`src/rtl/phase_controller.sv`:
```
// -----------------------------------------------------------------------------
// phase_controller
//
// Control-side partner of the CPU's four-phase sequence generator
// (fetch -> decode -> execute -> increment, one-hot). For each phase it does
// that phase's work, then raises clock_enable for one cycle so the generator
// moves on. Until the work is done, the generator is held.
//
// Per-phase work:
//   fetch     : memory read at the PC address, then load the IR.
//   decode    : latch the opcode from the IR.
//   execute   : opcode-dependent. LDA/STA do a memory handshake at the operand
//               address. ADD/SUB load the accumulator. JMP loads the PC.
//               HLT halts the machine.
//   increment : PC+1, skipped once after a JMP.
//
// Ports:
//   clock         in   system clock, rising edge
//   clear         in   synchronous active-high reset (shared with generator)
//   fetch/decode/execute/increment
//                 in   one-hot phase strobes from the sequence generator
//   instruction   in   [7:0] IR contents; opcode is instruction[7:4]
//   mem_ready     in   memory completion, sampled while waiting
//   clock_enable  out  one-cycle advance pulse to the sequence generator
//   mem_read      out  memory read request
//   mem_write     out  memory write request
//   mem_addr_sel  out  0 = PC address, 1 = operand address
//   ir_load       out  one-cycle IR load strobe
//   acc_load      out  one-cycle accumulator load strobe
//   alu_sub       out  ALU subtract select, qualified by acc_load
//   pc_increment  out  one-cycle PC+1 strobe
//   pc_load       out  one-cycle PC jump-load strobe
//   halted        out  sticky, HLT executed
//   phase_error   out  sticky, phase vector not one-hot or changed mid-wait
//   bus_error     out  sticky, memory did not answer within MEM_TIMEOUT cycles
//
// Parameter:
//   MEM_TIMEOUT   maximum WAIT_MEM cycles without mem_ready (1..255)
// -----------------------------------------------------------------------------
module phase_controller #(
    parameter int MEM_TIMEOUT = 15
) (
    input  logic       clock,
    input  logic       clear,
    input  logic       fetch,
    input  logic       decode,
    input  logic       execute,
    input  logic       increment,
    input  logic [7:0] instruction,
    input  logic       mem_ready,
    output logic       clock_enable,
    output logic       mem_read,
    output logic       mem_write,
    output logic       mem_addr_sel,
    output logic       ir_load,
    output logic       acc_load,
    output logic       alu_sub,
    output logic       pc_increment,
    output logic       pc_load,
    output logic       halted,
    output logic       phase_error,
    output logic       bus_error
);

    typedef enum logic [2:0] {
        DISPATCH,
        WAIT_MEM,
        ADVANCE,
        HALT,
        ERROR
    } state_t;

    localparam logic [3:0] OP_LDA = 4'h1;
    localparam logic [3:0] OP_STA = 4'h2;
    localparam logic [3:0] OP_ADD = 4'h3;
    localparam logic [3:0] OP_SUB = 4'h4;
    localparam logic [3:0] OP_JMP = 4'h5;
    localparam logic [3:0] OP_HLT = 4'hF;

    localparam logic [7:0] TIMEOUT_LIMIT = 8'(MEM_TIMEOUT);

    state_t     state;
    logic [3:0] phase_cap;   // phase vector seen when the wait started
    logic [7:0] wait_cnt;    // cycles spent in WAIT_MEM without mem_ready
    logic [3:0] opcode;      // latched in the decode phase
    logic       jump_flag;   // set by JMP; suppresses the next PC+1

    // Bit order: [0] fetch, [1] decode, [2] execute, [3] increment.
    logic [3:0] phase_vec;
    assign phase_vec = {increment, execute, decode, fetch};

    // The operand nibble belongs to the datapath, not to sequencing.
    logic unused_operand;
    assign unused_operand = ^instruction[3:0];

    function automatic logic is_onehot(input logic [3:0] v);
        return (v != 4'b0000) && ((v & (v - 4'd1)) == 4'b0000);
    endfunction

    always_ff @(posedge clock) begin
        if (clear) begin
            state        <= DISPATCH;
            phase_cap    <= 4'b0000;
            wait_cnt     <= 8'd0;
            opcode       <= 4'h0;
            jump_flag    <= 1'b0;
            clock_enable <= 1'b0;
            mem_read     <= 1'b0;
            mem_write    <= 1'b0;
            mem_addr_sel <= 1'b0;
            ir_load      <= 1'b0;
            acc_load     <= 1'b0;
            alu_sub      <= 1'b0;
            pc_increment <= 1'b0;
            pc_load      <= 1'b0;
            halted       <= 1'b0;
            phase_error  <= 1'b0;
            bus_error    <= 1'b0;
        end else begin
            // Single-cycle strobes default low. They are raised only when
            // moving into ADVANCE, so each one lasts exactly one cycle.
            clock_enable <= 1'b0;
            ir_load      <= 1'b0;
            acc_load     <= 1'b0;
            alu_sub      <= 1'b0;
            pc_increment <= 1'b0;
            pc_load      <= 1'b0;

            case (state)
                DISPATCH: begin
                    phase_cap <= phase_vec;
                    wait_cnt  <= 8'd0;
                    if (!is_onehot(phase_vec)) begin
                        state       <= ERROR;
                        phase_error <= 1'b1;
                    end else if (fetch) begin
                        state        <= WAIT_MEM;
                        mem_read     <= 1'b1;
                        mem_addr_sel <= 1'b0;
                    end else if (decode) begin
                        opcode       <= instruction[7:4];
                        state        <= ADVANCE;
                        clock_enable <= 1'b1;
                    end else if (execute) begin
                        case (opcode)
                            OP_LDA: begin
                                state        <= WAIT_MEM;
                                mem_read     <= 1'b1;
                                mem_addr_sel <= 1'b1;
                            end
                            OP_STA: begin
                                state        <= WAIT_MEM;
                                mem_write    <= 1'b1;
                                mem_addr_sel <= 1'b1;
                            end
                            OP_ADD: begin
                                state        <= ADVANCE;
                                clock_enable <= 1'b1;
                                acc_load     <= 1'b1;
                            end
                            OP_SUB: begin
                                state        <= ADVANCE;
                                clock_enable <= 1'b1;
                                acc_load     <= 1'b1;
                                alu_sub      <= 1'b1;
                            end
                            OP_JMP: begin
                                state        <= ADVANCE;
                                clock_enable <= 1'b1;
                                pc_load      <= 1'b1;
                                jump_flag    <= 1'b1;
                            end
                            OP_HLT: begin
                                state  <= HALT;
                                halted <= 1'b1;
                            end
                            default: begin
                                state        <= ADVANCE;
                                clock_enable <= 1'b1;
                            end
                        endcase
                    end else begin
                        // Increment phase. The PC already holds the jump
                        // target, so the +1 is skipped once after a JMP.
                        state        <= ADVANCE;
                        clock_enable <= 1'b1;
                        if (jump_flag) begin
                            jump_flag <= 1'b0;
                        end else begin
                            pc_increment <= 1'b1;
                        end
                    end
                end

                WAIT_MEM: begin
                    // The generator is stalled, so any phase change means
                    // the generator is corrupted. This check takes priority
                    // because a stale request must not be completed.
                    if (phase_vec != phase_cap) begin
                        state        <= ERROR;
                        phase_error  <= 1'b1;
                        mem_read     <= 1'b0;
                        mem_write    <= 1'b0;
                        mem_addr_sel <= 1'b0;
                    end else if (mem_ready) begin
                        // A ready in the final allowed cycle still completes.
                        state        <= ADVANCE;
                        clock_enable <= 1'b1;
                        mem_read     <= 1'b0;
                        mem_write    <= 1'b0;
                        mem_addr_sel <= 1'b0;
                        if (phase_cap[0]) begin
                            ir_load <= 1'b1;
                        end else if (opcode == OP_LDA) begin
                            acc_load <= 1'b1;
                        end
                    end else if ((wait_cnt + 8'd1) == TIMEOUT_LIMIT) begin
                        state        <= ERROR;
                        bus_error    <= 1'b1;
                        mem_read     <= 1'b0;
                        mem_write    <= 1'b0;
                        mem_addr_sel <= 1'b0;
                    end else begin
                        wait_cnt <= wait_cnt + 8'd1;
                    end
                end

                ADVANCE: begin
                    // The generator steps at this edge, so DISPATCH samples
                    // the new phase on the next cycle.
                    state <= DISPATCH;
                end

                HALT, ERROR: begin
                    // Terminal states: only clear leaves them. Sticky flags
                    // keep their values.
                    mem_read     <= 1'b0;
                    mem_write    <= 1'b0;
                    mem_addr_sel <= 1'b0;
                end

                default: begin
                    state       <= ERROR;
                    phase_error <= 1'b1;
                end
            endcase
        end
    end

endmodule

```
`config.mk`:
```
export PLATFORM = sky130hd
export DESIGN_NAME = phase_controller
export DESIGN_NICKNAME = d
export VERILOG_FILES = /design/src/rtl/phase_controller.sv
export SDC_FILE = /design/constraint.sdc
export NUM_CORES = 1
export LEC_CHECK = 0
export ABC_AREA = 1
export CAP_MARGIN = 20
export CORE_ASPECT_RATIO = 0.7
export CORE_MARGIN = 2
export CORE_UTILIZATION = 28
export CTS_BUF_LIST = sky130_fd_sc_hd__clkbuf_16
export DETAILED_ROUTE_END_ITERATION = 16
export PLACE_DENSITY = 0.48
export SYNTH_ARGS = -nofsm -noshare
export SYNTH_HDL_FRONTEND = slang
export SYNTH_SLANG_ARGS = --single-unit
```
`constraint.sdc`:
```
create_clock -name clock -period 1.9 [get_ports clock]
set_clock_uncertainty 0.05 [all_clocks]
set_input_delay 0.19 -clock clock [delete_from_list [all_inputs] [get_ports clock]]
set_output_delay 0.19 -clock clock [all_outputs]
set_load 0.05 [all_outputs]
```
# --- Yosys cells after proc, flatten, opt, wreduce, memory -nomap -nowiden ---
# Cells that the tools add are included.
word_totals:
  ff_bits: 32
  out_inout_bits: 12
  in_bits: 15
  word_cells: 143
classes:
  mux: 61
  eq_ne: 28
  addsub: 2
  bitwise: 11
  reduce_logical: 24
op_table:
  columns: ["cell", "n"]
  rows:
  - ["$mux W1", 42]
  - ["$mux W8", 3]
  - ["$mux W3", 7]
  - ["$ne A2 B2 Y1 const B", 9]
  - ["$reduce_and A6 Y1", 3]
  - ["$pmux W8 S2", 1]
  - ["$ne A3 B3 Y1 const B", 4]
  - ["$pmux W1 S3", 4]
  - ["$pmux W3 S4", 1]
  - ["$reduce_and A4 Y1", 3]
  - ["$reduce_or A6 Y1", 2]
  - ["$not A1 Y1", 10]
  - ["$add A8 B1 Y8 const B", 1]
  - ["$eq A4 B2 Y1 const B", 2]
  - ["$eq A4 B3 Y1 const B", 2]
  - ["$eq A8 B4 Y1 const B", 1]
  - ["$reduce_and A7 Y1", 1]
  - ["$eq A3 B2 Y1 const B", 2]
  - ["$reduce_or A2 Y1", 3]
  - ["$reduce_or A3 Y1", 2]
  - ["$reduce_and A5 Y1", 1]
  - ["$and A4 B4 Y4", 1]
  - ["$eq A4 B1 Y1 const B", 1]
  - ["$eq A4 B4 Y1 const B", 1]
  - ["other kinds (17)", 19]

# --- Depth between registers and ports, before layout ---
# Gate-level depths: netlist (run 1).
depth:
  word_depth: 8
  mapped_depth: 13
  depth_no_buf: 13

# --- Worst setup path after synthesis (run 1) ---
# No wires, ideal clock.
synth_timing:
  kind: "register to register"
  start: "register wait_cnt[0]"
  end: "register wait_cnt[4]"
  n_path_buf: 1
  stages_incl_launch_ff: 12
  arrival_time_ps: 1512
  synth_period_minus_slack_ps: 1690
  required_time_ps: 1721
  path_slack_ps: 210
  setup_ps: 129
  cell_sequence: "dfxtp_1 ha_1 nand3_1 o21ai_1 nand2_1 nor2_2 nand3_1 nand2_2 buf_6 nand2_1 nand2_1 nor2_1"
synth_via:
  elab_chain_cells: 5
  elab_cells_between_ends: 8
  classes_between: "add/sub: 1; eq/ne: 2; mux: 4; reduce/logical: 1"
synth_lines:
  columns: ["element", "line", "text"]
  rows:
  - ["start: declaration", "84", "logic [7:0] wait_cnt;"]
  - ["start signal: assignment", "224", "wait_cnt <= wait_cnt + 8'd1;"]
  - ["$add A8 B1 Y8 *", "217, 224", null]
  - ["branches (longest 4 deep; another with $eq A8 B4 Y1)", null, null]
# Mark *: on every way between the ends. The select of a mux whose other input is x is not followed.
# A chain may end at the register's enable or synchronous reset.

# --- Final worst setup path (run 1) ---
layout_timing:
  start: "register wait_cnt[0]"
  end: "register mem_addr_sel"
layout_via:
  elab_chain_cells: 4
layout_lines:
  columns: ["element", "line", "text"]
  rows:
  - ["$add A8 B1 Y8", "217", "end else if ((wait_cnt + 8'd1) == TIMEOUT_LIMIT) begin"]
  - ["$eq A8 B4 Y1", "217", null]
  - ["$ne A4 B4 Y1 (no line)", null, null]
  - ["$reduce_and A6 Y1 (no line)", null, null]
  - ["end signal: assignment", "211", "mem_addr_sel <= 1'b0;"]
  - ["end signal: assignment", "222", "mem_addr_sel <= 1'b0;"]
  - ["end signal: assignment", "239", "mem_addr_sel <= 1'b0;"]
  - ["end: declaration", "54", "output logic mem_addr_sel,"]
# Every way passes these cells.

==> reports/metrics.csv, run 1 <==
stage;metric;value;unit
status;outcome;completed;
synthesis;Synth area leaders;dfxtp_1, nand2_1, nor2_1;
synthesis;register area share after synthesis;36.7;%
global_routing;all-layer global routing usage;13.5;%
global_routing;GRT Residual Overflow;0;
clocking;clock root buffer;clkbuf_16;
global_routing;grt met1 use;21.2;%
setup_path;Startpoint Class;flop;
pwr;Tot Pwr;2.49;mW
sta;worst setup margin;0.177;ns
worst_hold_path;Worst Hold Class;input port to flop;
clocking;Clock Pin Slew Worst Setup and Hold Paths;0.05;ns
sta;max-slew violations;0;
routing;Vias per Instance;4.41;
setup_path;critical path fanouts, max;5;
cells_and_area;Design Area, Final;2470;sq um
global_routing;largest net degree at the start of global routing;17;
placed_design;pre-CTS setup slack;-0.163;ns
cells_and_area;share of cells above drive strength 1;19.7;%
synthesis;Post-Syn Area;1750;sq um
sta;crit path time final;1.72;ns
setup_path;critical path class;flop to flop;
routing;DR vias;1757;
placed_design;Placed Instances;387;
pwr;leakage;1.07;nW
clocking;Num CTS Buffers;5;
clocking;hold_buf cts;0;
sta;f_max;580;MHz
floorplan;full die area;6890;sq um
synthesis;Yosys warnings;0;
clocking;Skew-Pair Late Insertion Delay;0.27;ns
cells_and_area;Core Util, Final;40.3;%
routing;Initial DRT Pass Iterations;4;
routing;routed wire length;4540;um
floorplan;Core Box Area;6130;sq um
global_routing;gr busiest metal;met1;
setup_path;CP required;2.06;ns
floorplan;Rows;24;
setup_path;crit path DAT;1.88;ns
global_routing;number of global-route vias before repair;1537;
floorplan;Die Ht;70.1;um
routing;Iter 0 DRT Violations;60;
flow_run;max-cap viol count;0;
synthesis;Yosys top cell area share;36.7;%
pwr;worst vdd ir;0.565;mV
sta;Slew HR;62.3;%
sta;Hold WS;0.239;ns
sta;Worst-Margin Slew;0.565;ns
synthesis;Most used DFF post-synth;dfxtp_1;
clocking;Sink Count;32;
clocking;H-tree depth;2;
global_routing;GR Layer Usage met2;18.1;%
synthesis;Post-synth EDFFs;0;
sta;setup_tns;0;ns
synthesis;syn_nets;287;
floorplan;Initial Utilization;28.5;%
placed_design;RePlAce Congestion;0.807;
placed_design;HPWL Detailed;3310;um
sta;Hold Vio Cnt, Final;0;
cells_and_area;Area growth syn-to-layout;41.4;%
cells_and_area;final net count;336;
synthesis;#FFs+latches synth;32;
sta;Final period util;90.7;%
cells_and_area;non-filler cells, final;398;
synthesis;post-synthesis cell type count;29;
routing;DRT antenna net count;0;
sta;final setup violating endpoints;0;
synthesis;Synth area leader;dfxtp_1;
floorplan;Die Width;98.4;um
global_routing;initial antenna violation count;0;
global_routing;Global Route met3 Usage;3.40;%
placed_design;IO buf count;22;
setup_path;crit end category;flop;
synthesis;cell count after synthesis;270;
routing;DR WL/cell;11.4;um
synthesis;Synth async-reset ratio;0;%
cells_and_area;antenna cells;0;
global_routing;global-route wire length before repair;7440;um
floorplan;IO Pins;27;
clocking;CTS tree;yes;
pwr;Pwr Density;1010;nW/um^2
placed_design;Placed Area;2190;sq um
synthesis;Mean Syn Cell Area;6.46;sq um
clocking;Max clock buf depth;2;
routing;DRC;0;
-- flip-flops by register name, indices dropped and copies added (netlist names) --
| signal | cells |
|---|---|
| acc_load | 1 |
| jump_flag | 1 |
| pc_increment | 1 |
| wait_cnt | 8 |
| phase_cap | 4 |
| alu_sub | 1 |
| clock_enable | 1 |
| phase_error | 1 |
| bus_error | 1 |
| state | 3 |
| opcode | 4 |
| mem_write | 1 |
| mem_read | 1 |
| mem_addr_sel | 1 |
| pc_load | 1 |
| ir_load | 1 |
| halted | 1 |
-- report_power, final --
group          switching (mW)  leakage, nW  internal [mW]
combinational           0.496        0.730          0.284
clock                   0.284       0.0789          0.609
sequential             0.0640        0.262          0.756
-- final cells by class --
class                   instances  area [sq um]
clock buffers                   5           125
clock inverters                 3          37.5
fillers                       673          3660
inverters                      38           145
multi-input cells             197          1020
flip-flops and latches         32           643
well taps                      78          97.6
repair buffers                 45           398
-- synth_stat cells, types with 2 or more instances --
cell type and instances:
dfxtp_1 32, xor2_1 4, nor2_1 43, or2_2 2, o21ai_0 12, inv_2 3, o31ai_1 2, nor3_1 3
inv_1 34, nor4_1 3, a21oi_1 15, nand2_2 4, o21ai_1 5, nand3_1 20, nand2_1 66, nand4_1 4
nor2_2 5, ha_1 2
-- worst max-delay path, stage by stage, from the launching register on --
cell     delay, ns
dfxtp_2       0.34
buf_4         0.16
inv_4         0.07
ha_1          0.14
nand2_1       0.06
nor2_2        0.10
nand3_2       0.09
nor2_4        0.15
nand2_2       0.07
nand2_4       0.09
nand4_1       0.11
nand2_1       0.09
nand2_1       0.05
nor2_1        0.11
-- repair_timing --
action                                  4_1_cts  5_1_grt
buffers inserted                              0        2
resized for setup                             0       24
endpoints found under the setup margin        0       14
hold endpoints to repair                      0        0
-- worst paths after layout --
| path | endpoint | cells after the start | startpoint | slack [ns] |
|---|---|---|---|---|
| setup / recovery | mem_addr_sel | 13 | wait_cnt[0] | 0.18 |
| hold reg to reg | phase_error | 2 | phase_error | 0.40 |
| setup reg to reg | mem_addr_sel | 13 | wait_cnt[0] | 0.18 |
| hold / removal | phase_cap[3] | 3 | increment | 0.24 |
-- routing by layer --
layer,vias to the layer above,wire length [um]
met5,-,0
met4,0,46
met3,5,132
met2,21,1770
met1,775,2600
li1,956,-
-- kinds of logic (layout without fill, tap and decap cells) --
group / Yosys count / after routing / synth area share, %
buffers and inverters: 42 / 91 / 9.75
AO/OA/AOI/OAI: 37 / 37 / 11.3
AND/OR/NAND/NOR: 153 / 154 / 38.8
XOR/XNOR: 4 / 4 / 2.01
adder cells (fa/ha/maj): 2 / 2 / 1.43
flip-flops: 32 / 32 / 36.7
-- cells in the final DEF, fill, tap and decap left out, drive strengths merged --
master / synthesis / final
o21ai: 17 / 17
a211oi: 1 / 1
or2: 3 / 3
inv: 37 / 37
clkdlybuf4s50: 0 / 20
nand3: 20 / 20
dfxtp: 32 / 32
clkbuf: 1 / 5
o31ai: 2 / 2
nor3: 3 / 3
xor2: 4 / 4
nor4: 3 / 3
nand4: 4 / 4
ha: 2 / 2
bufinv: 0 / 1
a21oi: 16 / 16
buf: 3 / 23
a31oi: 1 / 1
clkinv: 1 / 3
dlymetal6s2s: 0 / 2
nand2: 70 / 71
nor2: 50 / 50
Power figures use the tool's default switching activity.
==> inputs of run 2 (changes only) <==
--- a/config.mk
+++ b/config.mk
@@ -5,7 +5,6 @@
 export SDC_FILE = /design/constraint.sdc
 export NUM_CORES = 1
 export LEC_CHECK = 0
-export ABC_AREA = 1
 export CAP_MARGIN = 20
 export CORE_ASPECT_RATIO = 0.7
 export CORE_MARGIN = 2
==> run 2 against run 1 <==
  * Power down 30%
  * Utilization up 3.2 points
  * First-iteration DRC count up 58%
  * Synthesized area down 0.93%
  * Die area down 0.88%
==> reports/metrics.csv, run 2 <==
stage;metric;value;unit
status;outcome;completed;
placed_design;Placed Instances;323;
global_routing;number of global-route vias before repair;1558;
synthesis;list of most frequent post-synthesis cells;dfxtp_1, nor2_1, nand2_1, a21oi_1, nand3_1;
clocking;hold_buf cts;0;
synthesis;register area share after synthesis;37.0;%
routing;Vias per Instance;4.95;
cells_and_area;Core Util, Final;43.5;%
cells_and_area;most flop-heavy register;wait_cnt;
floorplan;full die area;6830;sq um
clocking;Skew-Pair Late Insertion Delay;0.27;ns
synthesis;Yosys warnings;0;
global_routing;GRT Residual Overflow;0;
synthesis;post-synthesis cell type count;52;
setup_path;Startpoint Class;flop;
floorplan;Core Box Area;5840;sq um
global_routing;all-layer global routing usage;14.7;%
synthesis;most frequent cell after synthesis;dfxtp_1;
cells_and_area;non-filler cells, final;334;
setup_path;crit path DAT;2.04;ns
synthesis;Synth area leader;dfxtp_1;
sta;final setup violating endpoints;0;
global_routing;largest net degree at the start of global routing;35;
floorplan;IO Pins;27;
sta;RSZ-0062 raised after global routing;yes;
routing;metal3 WL;249;um
sta;setup_tns;0;ns
routing;routed wire length;4650;um
clocking;Num CTS Buffers;5;
cells_and_area;commonest non-fill, non-tap cells in the layout;buf_4, dfxtp_1, nor2_1;
global_routing;global-route wire length before repair;8020;um
clocking;clock root buffer;clkbuf_16;
synthesis;#FFs+latches synth;32;
pwr;Pwr Density;683;nW/um^2
placed_design;HPWL Detailed;3240;um
synthesis;Most used DFF post-synth;dfxtp_1;
clocking;Clock Pin Slew Worst Setup and Hold Paths;0.05;ns
routing;DR vias;1654;
cells_and_area;top flop regs;wait_cnt x8, opcode x4, phase_cap x4;
routing;DRC;0;
sta;max-slew violations;0;
sta;Final period util;99.7;%
floorplan;Die Ht;69.8;um
routing;Met1 Routed Length;2560;um
routing;DRT antenna net count;0;
floorplan;Initial Utilization;29.6;%
routing;Iter 0 DRT Violations;95;
cells_and_area;final net count;276;
setup_path;CP required;2.05;ns
cells_and_area;share of cells above drive strength 1;29.0;%
clocking;Sink Count;32;
placed_design;IO buf count;22;
synthesis;cell count after synthesis;207;
cells_and_area;most common cell after layout, fill and taps aside;buf_4;
synthesis;syn_nets;224;
clocking;H-tree depth;2;
setup_path;crit end category;flop;
routing;metal2 WL;1800;um
routing;top sig layer;met4;
global_routing;initial antenna violation count;0;
cells_and_area;Area growth syn-to-layout;46.9;%
synthesis;Post-Syn Area;1730;sq um
synthesis;Yosys top cell area share;37.0;%
synthesis;Mean Syn Cell Area;8.35;sq um
sta;Hold Vio Cnt, Final;0;
pwr;worst vdd ir;0.392;mV
floorplan;Die Width;97.9;um
cells_and_area;max reg flops;8;
setup_path;critical path class;flop to flop;
sta;f_max;528;MHz
sta;Slew HR;66.0;%
setup_path;critical path fanouts, max;4;
floorplan;Rows;23;
synthesis;Post-synth EDFFs;0;
worst_hold_path;Worst Hold Class;input port to flop;
synthesis;Synth async-reset ratio;0;%
placed_design;RePlAce Congestion;0.840;
clocking;CTS tree;yes;
routing;DR WL/cell;13.9;um
flow_run;max-cap viol count;0;
cells_and_area;FILL cells;593;
cells_and_area;antenna cells;0;
sta;Worst-Margin Slew;0.508;ns
pwr;leakage;0.961;nW
routing;Initial DRT Pass Iterations;4;
clocking;Max clock buf depth;2;
sta;crit path time final;1.89;ns
synthesis;Synth area leaders;dfxtp_1, nor2_1, a21oi_1;
==> run 2: changes by cell type after synthesis, sizes merged, moves of 4 or more <==
cell / delta
mux2i: +6
o21ai: -11
clkbuf: +9
a31oi: +5
nand2: -53
xnor2: +6
nand3: -9
nor3: +5
nor2: -25
or3: +4
inv: -31
==> run 2: metal layers <==
layer	vias up	track usage [%]
li1	844	-
met1	770	22.5
met2	38	19.5
met3	2	4.33
met4	0	4.17
met5	-	0
==> run 2: worst paths after layout <==
check               from      endpoint  slack, ns  cells past startpoint
max reg2reg  wait_cnt[1]   wait_cnt[4]      0.006                      7
max          wait_cnt[1]   wait_cnt[4]      0.006                      7
min reg2reg    jump_flag  pc_increment       0.41                      1
min            increment  phase_cap[3]       0.38                      3
==> run 2: logic make-up (layout without fill, tap and decap cells) <==
family,count (synthesis),in the layout,synth area share (%)
buffers and inverters,22,74,5.64
AO/OA/AOI/OAI,44,44,17.2
AND/OR/NAND/NOR,89,89,28.5
multiplexers,7,7,4.12
XOR/XNOR,11,11,6.01
flip-flops,32,32,37.0
adder cells (fa/ha/maj),2,2,1.45
==> run 2: area by class of cell <==
| class | instances | area [sq um] | area share [%] |
|---|---|---|---|
| clock inverter | 2 | 7.51 | 0.296 |
| clock buffer | 5 | 125 | 4.93 |
| timing repair buffer | 61 | 539 | 21.2 |
| inverter | 6 | 22.5 | 0.887 |
| sequential | 32 | 648 | 25.5 |
| multi-input combinational | 153 | 1100 | 43.4 |
| tap | 75 | 93.8 | 3.69 |
==> run 2: stage by stage <==
step | power [mW] | setup slack (ns) | hold slack (ns) | instance area [sq um]
4_1_cts | 1.75 | 0.0103 | 0.371 | 2450
3_5_place_dp | 0.986 | -0.507 | 0.394 | 2260
6_report | 1.73 | 0.00587 | 0.375 | 2540
5_1_grt | 1.83 | -0.0928 | 0.393 | 2540
2_1_floorplan | 0.882 | 0.0244 | 0.284 | 1740
3_3_place_gp | 0.989 | -0.502 | 0.400 | 2260
==> run 2: repair_timing <==
action / CTS / global route
setup buffers: 3 / 1
gates resized for setup: 13 / 18
pin swaps: 7 / 13
endpoints found under the setup margin: 20 / 11
hold endpoints to repair: 0 / 0
==> run 2: worst max-delay path: stages, from the launching register on <==
cell	delay, ns
dfxtp_4	0.37
buf_4	0.11
and3_4	0.18
nand3_4	0.09
mux2i_4	0.21
a31o_4	0.27
or3_1	0.32
a211oi_2	0.21
==> run 2: report_power, final <==
part / internal (mW) / switching, mW
logic: 0.123 / 0.160
registers: 0.691 / 0.0155
clock network: 0.468 / 0.275
